--- src/rtl/uart_pkg.sv ---
// Shared definitions for the parametrised UART: FSM encodings, the divisor
// floor and the parity helper used by both RX and TX paths.
package uart_pkg;

   typedef enum logic [2:0] {RX_IDLE, RX_START, RX_DATA, RX_PAR, RX_STOP} rx_state_t;
   typedef enum logic [2:0] {TX_IDLE, TX_START, TX_DATA, TX_PAR, TX_STOP} tx_state_t;

   localparam int MIN_DIV = 4;

   // Parity bit that makes the total number of ones even (odd=0) or odd (odd=1).
   function automatic logic parity_bit(input logic [7:0] data, input logic odd);
      return (^data) ^ odd;
   endfunction

endpackage

--- src/rtl/uart_fifo_p.sv ---
// Show-ahead synchronous FIFO; the head word is visible on rdata while not empty.
// Drops pushes when full (unless popping in the same cycle) and flags misuse as 1-cycle pulses.
module uart_fifo_p #(
   parameter int W  = 8,
   parameter int AW = 3
) (
   input  logic          clk,
   input  logic          rst,
   input  logic          push,
   input  logic [W-1:0]  wdata,
   input  logic          pop,
   output logic [W-1:0]  rdata,
   output logic          full,
   output logic [AW:0]   count,
   output logic          overrun,
   output logic          underrun
);

   localparam int DEPTH = 1 << AW;

   logic [W-1:0]  mem [DEPTH];
   logic [AW-1:0] wr_ptr;
   logic [AW-1:0] rd_ptr;
   logic          empty;
   logic          do_push;
   logic          do_pop;

   assign empty   = (count == '0);
   assign full    = (count == (AW+1)'(DEPTH));
   assign do_pop  = pop && !empty;
   assign do_push = push && (!full || do_pop);
   assign rdata   = empty ? '0 : mem[rd_ptr];

   always_ff @(posedge clk) begin
      if (do_push) mem[wr_ptr] <= wdata;
   end

   always_ff @(posedge clk) begin
      if (rst) begin
         wr_ptr   <= '0;
         rd_ptr   <= '0;
         count    <= '0;
         overrun  <= 1'b0;
         underrun <= 1'b0;
      end else begin
         if (do_push) wr_ptr <= wr_ptr + 1'b1;
         if (do_pop)  rd_ptr <= rd_ptr + 1'b1;
         if (do_push && !do_pop)      count <= count + 1'b1;
         else if (do_pop && !do_push) count <= count - 1'b1;
         overrun  <= push && !do_push;
         underrun <= pop && empty;
      end
   end

endmodule

--- src/rtl/uart_if_p.sv ---
// Full-duplex UART with run-time divisor, optional parity, 1/2 stop bits,
// byte FIFOs in both directions and sticky receive error flags.
module uart_if_p #(
   parameter int DIV_W   = 16,
   parameter int FIFO_AW = 3,
   parameter int DATA_W  = 8
) (
   input  logic               clk,
   input  logic               rst,
   input  logic [DIV_W-1:0]   baud_div,
   input  logic               parity_en,
   input  logic               parity_odd,
   input  logic               two_stop,
   input  logic               rx,
   output logic               tx,
   input  logic               rx_rden,
   output logic [DATA_W-1:0]  rx_rdata,
   output logic               rx_fifo_dvalid,
   output logic               rx_fifo_full,
   output logic [FIFO_AW:0]   rx_fifo_count,
   input  logic [DATA_W-1:0]  tx_wdata,
   input  logic               tx_wten,
   output logic               tx_fifo_full,
   output logic               tx_busy,
   input  logic               err_clr,
   output logic               rx_par_err,
   output logic               rx_frm_err,
   output logic               rx_overrun,
   output logic               rx_underrun,
   output logic               tx_overrun
);

   import uart_pkg::*;

   logic [DIV_W-1:0] div_eff;
   assign div_eff = (baud_div < DIV_W'(MIN_DIV)) ? DIV_W'(MIN_DIV) : baud_div;

   // Synchroniser plus four history taps; the newest synced sample is the fifth tap.
   logic       rx_meta, rx_sync, rx_bit, rx_fall;
   logic [3:0] rx_hist;

   always_ff @(posedge clk) begin
      if (rst) begin
         rx_meta <= 1'b1;
         rx_sync <= 1'b1;
         rx_hist <= '1;
      end else begin
         rx_meta <= rx;
         rx_sync <= rx_meta;
         rx_hist <= {rx_hist[2:0], rx_sync};
      end
   end

   assign rx_bit  = ($countones({rx_hist, rx_sync}) >= 3);
   assign rx_fall = rx_hist[0] & ~rx_sync;

   rx_state_t         rx_state, rx_state_n;
   logic [DIV_W-1:0]  rx_cnt, rx_cnt_n, rx_div, rx_div_n;
   logic [3:0]        rx_nbit, rx_nbit_n;
   logic [DATA_W-1:0] rx_shift, rx_shift_n;
   logic              rx_pen, rx_pen_n, rx_podd, rx_podd_n, rx_pbad, rx_pbad_n;
   logic              rx_tick, rx_push, par_set, frm_set, rx_ovr_p;

   assign rx_tick = (rx_cnt == DIV_W'(1));

   always_comb begin
      rx_state_n = rx_state;
      rx_cnt_n   = rx_cnt;
      rx_div_n   = rx_div;
      rx_nbit_n  = rx_nbit;
      rx_shift_n = rx_shift;
      rx_pen_n   = rx_pen;
      rx_podd_n  = rx_podd;
      rx_pbad_n  = rx_pbad;
      rx_push    = 1'b0;
      par_set    = 1'b0;
      frm_set    = 1'b0;
      if (rx_state != RX_IDLE) rx_cnt_n = rx_tick ? rx_div : rx_cnt - 1'b1;
      case (rx_state)
         RX_IDLE: begin
            if (rx_fall) begin
               rx_div_n   = div_eff;
               rx_cnt_n   = div_eff >> 1;
               rx_pen_n   = parity_en;
               rx_podd_n  = parity_odd;
               rx_state_n = RX_START;
            end
         end
         RX_START: begin
            if (rx_tick) begin
               if (rx_bit) begin
                  rx_state_n = RX_IDLE;
               end else begin
                  rx_state_n = RX_DATA;
                  rx_nbit_n  = '0;
                  rx_pbad_n  = 1'b0;
               end
            end
         end
         RX_DATA: begin
            if (rx_tick) begin
               rx_shift_n = {rx_bit, rx_shift[DATA_W-1:1]};
               if (rx_nbit == 4'(DATA_W-1)) rx_state_n = rx_pen ? RX_PAR : RX_STOP;
               else                         rx_nbit_n  = rx_nbit + 1'b1;
            end
         end
         RX_PAR: begin
            if (rx_tick) begin
               rx_pbad_n  = (rx_bit != parity_bit(8'(rx_shift), rx_podd));
               rx_state_n = RX_STOP;
            end
         end
         RX_STOP: begin
            if (rx_tick) begin
               rx_state_n = RX_IDLE;
               if (rx_bit) begin
                  rx_push = 1'b1;
                  par_set = rx_pbad;
               end else begin
                  frm_set = 1'b1;
               end
            end
         end
         default: rx_state_n = RX_IDLE;
      endcase
   end

   always_ff @(posedge clk) begin
      if (rst) begin
         rx_state <= RX_IDLE;
         rx_cnt   <= '0;
         rx_div   <= '0;
         rx_nbit  <= '0;
         rx_shift <= '0;
         rx_pen   <= 1'b0;
         rx_podd  <= 1'b0;
         rx_pbad  <= 1'b0;
      end else begin
         rx_state <= rx_state_n;
         rx_cnt   <= rx_cnt_n;
         rx_div   <= rx_div_n;
         rx_nbit  <= rx_nbit_n;
         rx_shift <= rx_shift_n;
         rx_pen   <= rx_pen_n;
         rx_podd  <= rx_podd_n;
         rx_pbad  <= rx_pbad_n;
      end
   end

   uart_fifo_p #(.W(DATA_W), .AW(FIFO_AW)) u_rx_fifo (
      .clk      (clk),
      .rst      (rst),
      .push     (rx_push),
      .wdata    (rx_shift),
      .pop      (rx_rden),
      .rdata    (rx_rdata),
      .full     (rx_fifo_full),
      .count    (rx_fifo_count),
      .overrun  (rx_ovr_p),
      .underrun (rx_underrun)
   );

   assign rx_fifo_dvalid = (rx_fifo_count != '0);

   // A clear in the same cycle as a new error wins and the error is lost.
   always_ff @(posedge clk) begin
      if (rst || err_clr) begin
         rx_par_err <= 1'b0;
         rx_frm_err <= 1'b0;
         rx_overrun <= 1'b0;
      end else begin
         if (par_set)  rx_par_err <= 1'b1;
         if (frm_set)  rx_frm_err <= 1'b1;
         if (rx_ovr_p) rx_overrun <= 1'b1;
      end
   end

   tx_state_t         tx_state, tx_state_n;
   logic [DIV_W-1:0]  tx_cnt, tx_cnt_n, tx_div, tx_div_n;
   logic [3:0]        tx_nbit, tx_nbit_n;
   logic [DATA_W-1:0] tx_shift, tx_shift_n, tx_head;
   logic              tx_pen, tx_pen_n, tx_par, tx_par_n, tx_two, tx_two_n;
   logic              tx_stop2, tx_stop2_n, tx_q, tx_q_n;
   logic              tx_tick, tx_pop, tx_start, tx_avail;
   logic [FIFO_AW:0]  tx_count;
   logic              tx_underrun_unused;

   assign tx_tick  = (tx_cnt == DIV_W'(1));
   assign tx_avail = (tx_count != '0);

   // The final stop bit chains straight into the next start bit when data is waiting.
   always_comb begin
      tx_state_n = tx_state;
      tx_cnt_n   = tx_cnt;
      tx_div_n   = tx_div;
      tx_nbit_n  = tx_nbit;
      tx_shift_n = tx_shift;
      tx_pen_n   = tx_pen;
      tx_par_n   = tx_par;
      tx_two_n   = tx_two;
      tx_stop2_n = tx_stop2;
      tx_q_n     = tx_q;
      tx_pop     = 1'b0;
      tx_start   = 1'b0;
      if (tx_state != TX_IDLE) tx_cnt_n = tx_tick ? tx_div : tx_cnt - 1'b1;
      case (tx_state)
         TX_IDLE: tx_start = tx_avail;
         TX_START: begin
            if (tx_tick) begin
               tx_q_n     = tx_shift[0];
               tx_shift_n = tx_shift >> 1;
               tx_nbit_n  = '0;
               tx_state_n = TX_DATA;
            end
         end
         TX_DATA: begin
            if (tx_tick) begin
               if (tx_nbit == 4'(DATA_W-1)) begin
                  tx_stop2_n = 1'b0;
                  tx_q_n     = tx_pen ? tx_par : 1'b1;
                  tx_state_n = tx_pen ? TX_PAR : TX_STOP;
               end else begin
                  tx_q_n     = tx_shift[0];
                  tx_shift_n = tx_shift >> 1;
                  tx_nbit_n  = tx_nbit + 1'b1;
               end
            end
         end
         TX_PAR: begin
            if (tx_tick) begin
               tx_q_n     = 1'b1;
               tx_stop2_n = 1'b0;
               tx_state_n = TX_STOP;
            end
         end
         TX_STOP: begin
            if (tx_tick) begin
               if (tx_two && !tx_stop2) tx_stop2_n = 1'b1;
               else if (tx_avail)       tx_start   = 1'b1;
               else                     tx_state_n = TX_IDLE;
            end
         end
         default: tx_state_n = TX_IDLE;
      endcase
      if (tx_start) begin
         tx_pop     = 1'b1;
         tx_shift_n = tx_head;
         tx_div_n   = div_eff;
         tx_cnt_n   = div_eff;
         tx_pen_n   = parity_en;
         tx_par_n   = parity_bit(8'(tx_head), parity_odd);
         tx_two_n   = two_stop;
         tx_q_n     = 1'b0;
         tx_state_n = TX_START;
      end
   end

   always_ff @(posedge clk) begin
      if (rst) begin
         tx_state <= TX_IDLE;
         tx_cnt   <= '0;
         tx_div   <= '0;
         tx_nbit  <= '0;
         tx_shift <= '0;
         tx_pen   <= 1'b0;
         tx_par   <= 1'b0;
         tx_two   <= 1'b0;
         tx_stop2 <= 1'b0;
         tx_q     <= 1'b1;
      end else begin
         tx_state <= tx_state_n;
         tx_cnt   <= tx_cnt_n;
         tx_div   <= tx_div_n;
         tx_nbit  <= tx_nbit_n;
         tx_shift <= tx_shift_n;
         tx_pen   <= tx_pen_n;
         tx_par   <= tx_par_n;
         tx_two   <= tx_two_n;
         tx_stop2 <= tx_stop2_n;
         tx_q     <= tx_q_n;
      end
   end

   uart_fifo_p #(.W(DATA_W), .AW(FIFO_AW)) u_tx_fifo (
      .clk      (clk),
      .rst      (rst),
      .push     (tx_wten),
      .wdata    (tx_wdata),
      .pop      (tx_pop),
      .rdata    (tx_head),
      .full     (tx_fifo_full),
      .count    (tx_count),
      .overrun  (tx_overrun),
      .underrun (tx_underrun_unused)
   );

   assign tx      = tx_q;
   assign tx_busy = (tx_state != TX_IDLE) || tx_avail;

endmodule

--- config.mk ---
export PLATFORM = sky130hd
export DESIGN_NAME = uart_if_p
export DESIGN_NICKNAME = d
export VERILOG_FILES = /design/src/rtl/uart_pkg.sv /design/src/rtl/uart_fifo_p.sv /design/src/rtl/uart_if_p.sv
export SDC_FILE = /design/constraint.sdc
export NUM_CORES = 1
export LEC_CHECK = 0
export ABC_CLOCK_PERIOD_IN_PS = 4030
export CORE_AREA = 5 5 191 193
export CTS_CLUSTER_SIZE = 24
export DETAILED_ROUTE_END_ITERATION = 16
export DIE_AREA = 0 0 196 198
export HOLD_SLACK_MARGIN = 0.06
export PLACE_DENSITY = 0.57
export SLEW_MARGIN = 20
export SYNTH_ARGS = -nofsm -noshare
export SYNTH_HDL_FRONTEND = slang
export SYNTH_SLANG_ARGS = --single-unit
export TNS_END_PERCENT = 50
--- constraint.sdc ---
create_clock -name clk -period 4.03 [get_ports clk]
set_input_delay 1.0075 -clock clk [delete_from_list [all_inputs] [get_ports clk]]
set_output_delay 1.0075 -clock clk [all_outputs]
set_load 0.05 [all_outputs]
# == Yosys cells after proc, flatten, opt, wreduce, memory -nomap -nowiden ==
# Memory sizes are Yosys's and may differ from the RTL's. A register that Yosys moved wholly into a read port is not among the register bits.
# Index checks and enable logic that the tools add are counted.
# classes
bitwise_logic,5
add_sub_neg,16
mux,85
eq_ne,41
n_reduce_logical,56
order_cmp,2
# op_table
op,count
16-bit 2-to-1 mux,8
3-bit 2-to-1 mux,19
8-bit 2-to-1 mux,6
4-bit 2-to-1 mux,11
"2-bit inequality test, second input constant",18
"16-bit by 1-bit equality test with 1-bit output, second input constant",2
"16-bit by 1-bit subtractor with 16-bit output, second input constant",2
1-bit 2-to-1 mux,31
3-bit one-hot mux with 5 select lines,2
"3-bit inequality test, second input constant",8
"4-bit by 1-bit adder with 4-bit output, second input constant",4
"16-bit by 3-bit < comparator with 1-bit output, second input constant",1
4-bit one-hot mux with 2 select lines,2
8-bit one-hot mux with 2 select lines,1
8-bit AND reduction,2
8-bit XOR reduction,2
"3-bit by 1-bit adder with 3-bit output, second input constant",4
"3-bit by 2-bit equality test with 1-bit output, second input constant",4
1-bit logical AND,12
4-bit AND reduction,3
6-bit AND reduction,2
2-bit nonzero test,6
3-bit nonzero test,4
4-bit nonzero test,3
other kinds (24),48
# word_totals
reg_bits,134
wordCells,241
memories,2
in_bits,33
mem_bits_rw,128
out_inout_bits,22
# memory_table
memory,depth,word_bits,read_ports,rd_clocked_by_memory_dff,wr,line,rtl
u_rx_fifo.mem,8,8,1,1,1,uart_fifo_p.sv:21,logic [W-1:0] mem [DEPTH];
u_tx_fifo.mem,8,8,1,1,1,uart_fifo_p.sv:21,

# == Logic depth before layout (Yosys ltp) ==
# depth
ltp_word,13
mapped_depth,16
depth_no_buf,16

# == Hierarchy ==
# Synthesis repeated with hierarchy kept, for this count alone.
# hier_totals
hier_cells,1094
hier_area_um2,12145.4
# by_module_without_submodules
mod,seq_area_each_um2,instances,cells_per_inst,area_per_inst_um2
uart_fifo_p,2222.1,2,177,3141.8
uart_if_p,2222.1,1,740,5861.9

# == Least setup slack after synthesis ==
# OpenSTA, ideal clock, no wires.
# synth_timing
path_type,flip-flop to flip-flop
from,register u_rx_fifo.count[0]
to,register u_rx_fifo.count[3]
setup_ns,0.070
stages_incl_launch_ff,12
arrival_time_ns,3.550
path_slack_ns,0.409
n_path_buf,0
required_time_ns,3.960
period_less_slack_ns,3.621
cell_sequence,dfxtp_1 > nor4_1 > inv_1 > nand2_1 > ha_1 > inv_1 > ha_1 > a21o_1 > a21oi_1 > xnor2_1 > or3_1 > a21oi_1
# synth_between
elab_chain_cells,8
word_cells_on_any_way,16
classes_between,2 x add/sub; 1 x eq/ne; 2 x mux; 11 x reduce/logical
# synth_lines
element,line,rtl
start: declaration,uart_fifo_p.sv:14,"output logic [AW:0] count,"
start signal: assignment,uart_fifo_p.sv:48,if (do_push && !do_pop) count <= count + 1'b1;
start signal: assignment,uart_fifo_p.sv:49,else if (do_pop && !do_push) count <= count - 1'b1;
branches (longest 8 deep; another with 4-bit by 1-bit subtractor with 4-bit output),--,
# Several ways; the timed one is not identified. The select of a mux whose other input is x is not followed.
# A chain may end at the register's enable or synchronous reset.

==> results.yml <==
power_and_ir_drop:
  leakagePower_nw: 4.81
  peakVddDrop_mv: 0.343
  totalPowerFinal_mw: 9.10
  p_per_area_mw_per_mm2: 649
route:
  vias: 8313
  via_per_inst: 5.08
  drc_errors: 0
  postRouteAntennaNets: 0
  dr.pass1.iters: 5
  wl_mm: 27.6
  wire_per_inst_um: 16.9
  drt_iter0_drc: 521
die:
  die_area_mm2: 0.0388
  die-width_um: 196
  ios: 55
  rows: 68
  start_util_pct: 34.7
  core_area_mm2: 0.0344
  fp.dieH_um: 198
logic_synthesis:
  syn_nets: 1152
  ys_seq_area_share_pct: 55.7
  synth_enable_flop_cells: 128
  syn_area_mm2: 0.0119
  ys_async_sr_fraction_pct: 0
  syn_inst: 1097
  synth_seq_cells: 268
  ys_types: 67
  synth-main-ff-cell: "dfxtp_1"
  avgSynthCellArea_um2: 10.9
  ys.warnings.count: 0
global_route:
  grt_usage_pct: 14.0
  grt_overflow_total: 0
  antenna_found_initial: 0
  grt_max_degree: 54
  grt_pass1_vias: 8075
  grt_first_pass_wirelength_mm: 44.8
timing:
  rsz0062_at_grt: "false"
  whs_ns: 0.423
  max_freq_mhz: 270
  final_max_slew_viol_count: 0
  fin_tns_setup_ns: 0
  fin_skew_ns: 0.0171
  fin_crit_sh_pct: 91.9
  relSlewSlack_pct: 38.1
  hold_viol: 0
  worstMarginPinSlew_ns: 0.919
  setup_viol: 0
  period_minus_slack_ns: 3.70
setup_path:
  path_delay_family: "buffers and inverters"
  cp-end-kind: "primary output"
  rr_worst_depth: 15
  path_cells: "buf_4, mux4_2, mux2i_1, nor2_1, clkdlybuf4s50_1"
  crit_slowest_cell: "clkdlybuf4s50_1"
  timing.setup.critical_path_class: "flop to primary output"
  critPathRequiredTime_ns: 3.02
  slowest_delay_ns: 0.70
  crit_fanout: 16
  critPathLaunchType: "flop"
  cp.depth: 5
  rr_endpoint: "u_rx_fifo.count[3]"
  cp_num_buf_inv: 2
  rrSetupSlack_ns: 0.40
  arrival_ns: 2.70
  reg2reg_from: "rx_sync"
clocking:
  post_cts_buffers: 0
  path_clk_slew_ns: 0.06
  cts.sinks: 268
  cts_resized: 0
  cts_max_level: 1
  cts_made_buffers: 29
  cts_tree: "yes"
  cts_hold_buf: 0
  root_buffer: "clkbuf_16"
  cts_max_path_buffers: 3
  clk_latency_ns: 0.54
hold_path:
  whs_path_depth: 1
  min_to: "rx_sync"
  min_path_type: "flop to flop"
  min_from: "rx_meta"
finish:
  antennaDiodeCount: 0
  final_layout_size_suffix_gt1_share_pct: 10.7
  final_util_pct: 40.8
  num-nets-final: 1215
  area_delta_synth_final_pct: 17.5
job:
  drv_cap: 0
place:
  io_buffers: 54
  routabilityCongestion: 0.773
  hpwl_mm: 18.6
run_status:
  status: "finished, final reports clean"
==> synth_stat cells, types with 8 or more instances <==
| master | number | area share (%) |
|---|---|---|
| o211ai_1 | 16 | 1.0 |
| mux2i_1 | 39 | 3.3 |
| a22oi_1 | 8 | 0.50 |
| or3_1 | 12 | 0.63 |
| xnor2_1 | 30 | 2.2 |
| a21oi_1 | 78 | 3.3 |
| nand3_1 | 15 | 0.63 |
| dfxtp_1 | 140 | 23 |
| nand2_1 | 145 | 4.6 |
| nor2_1 | 121 | 3.8 |
| nor4_1 | 11 | 0.58 |
| inv_1 | 24 | 0.76 |
| a311oi_1 | 18 | 1.3 |
| nor2b_1 | 10 | 0.52 |
| o21ai_0 | 22 | 0.92 |
| nand2b_1 | 13 | 0.68 |
| clkbuf_1 | 42 | 1.3 |
| nor3_1 | 27 | 1.1 |
| xor2_1 | 14 | 1.0 |
| a211oi_1 | 36 | 2.3 |
| ha_1 | 18 | 1.9 |
| mux4_2 | 26 | 4.9 |
| edfxtp_1 | 128 | 32 |
==> sequential cells by signal, indices dropped and copies added (netlist names), 4 cells and up, named ones only <==
register / count
tx_cnt: 16
tx_div: 16
u_tx_fifo.count: 4
tx_nbit: 4
u_rx_fifo.mem: 64
rx_hist: 4
rx_nbit: 4
rx_cnt: 16
tx_shift: 8
u_tx_fifo.mem: 64
rx_div: 16
u_rx_fifo.count: 4
rx_shift: 8
==> routing by layer <==
metal | up-vias | wire (um) | GRT usage [%]
li1 | 4141 | - | -
met1 | 3996 | 12800 | 19.4
met2 | 131 | 13200 | 23.6
met3 | 45 | 987 | 1.91
met4 | 0 | 618 | 3.34
met5 | - | 0 | 0
==> stage by stage <==
stage | worst slack (ns) | cell area, um2 | instances
2_1_floorplan | 0.409 | 11900 | 1097
3_3_place_gp | 0.439 | 13100 | 1584
3_5_place_dp | 0.341 | 13100 | 1584
4_1_cts | 0.237 | 14000 | 1637
5_1_grt | 0.126 | 14000 | 1637
6_report | 0.327 | 14000 | 1637
==> cell families (layout without fill, tap and decap cells) <==
| group | after synthesis | count (layout) | synth area share, % |
|---|---|---|---|
| adders and majority gates | 22 | 22 | 2.56 |
| AOI/OAI and AO/OA | 211 | 211 | 11.5 |
| buffers and inverters | 81 | 166 | 2.62 |
| and+or+nand+nor | 401 | 401 | 15.7 |
| xor gates and xnor gates | 45 | 45 | 3.42 |
| DFF | 268 | 268 | 55.7 |
| muxes | 69 | 69 | 8.56 |
==> how the worst max path moves through the flow <==
stage,slack [ns],to,start
detailed placement,0.34,u_rx_fifo.count[3],rx_rden
finish,0.33,rx_rdata[0],flop
global placement,0.44,u_rx_fifo.count[3],rx_rden
global route,0.13,u_rx_fifo.count[3],rx_sync
floorplan,0.41,u_rx_fifo.count[3],u_rx_fifo.count[0]
CTS,0.24,rx_rdata[7],flop
==> power breakdown <==
group	leakage [nW]	switching, mW	internal [mW]
clock	0.457	1.04	1.56
sequential	2.32	0.257	3.13
combinational	2.03	1.84	1.27
total	4.81	3.13	5.96
==> placed cells by master, fill, tap and decap left out, types with 22 or more instances in the layout <==
cell,Yosys,routed
inv_1,24,24
a211oi_1,36,36
clkdlybuf4s50_1,0,52
clkbuf_16,0,30
mux4_2,26,26
a21oi_1,78,78
nand2_1,145,145
nor3_1,27,26
xnor2_1,30,30
mux2i_1,39,39
buf_4,0,36
o21ai_0,22,22
edfxtp_1,128,128
nor2_1,121,121
dfxtp_1,140,140
==> cell type report <==
type	count	area [um2]
flip-flops and latches	268	6650
inverters	25	93.8
clock inverters	8	91.3
repair buffers	88	791
clock buffers	45	847
well taps	455	569
fillers	3345	20400
multi-input cells	748	4980
(Power assumes the default switching activity.)
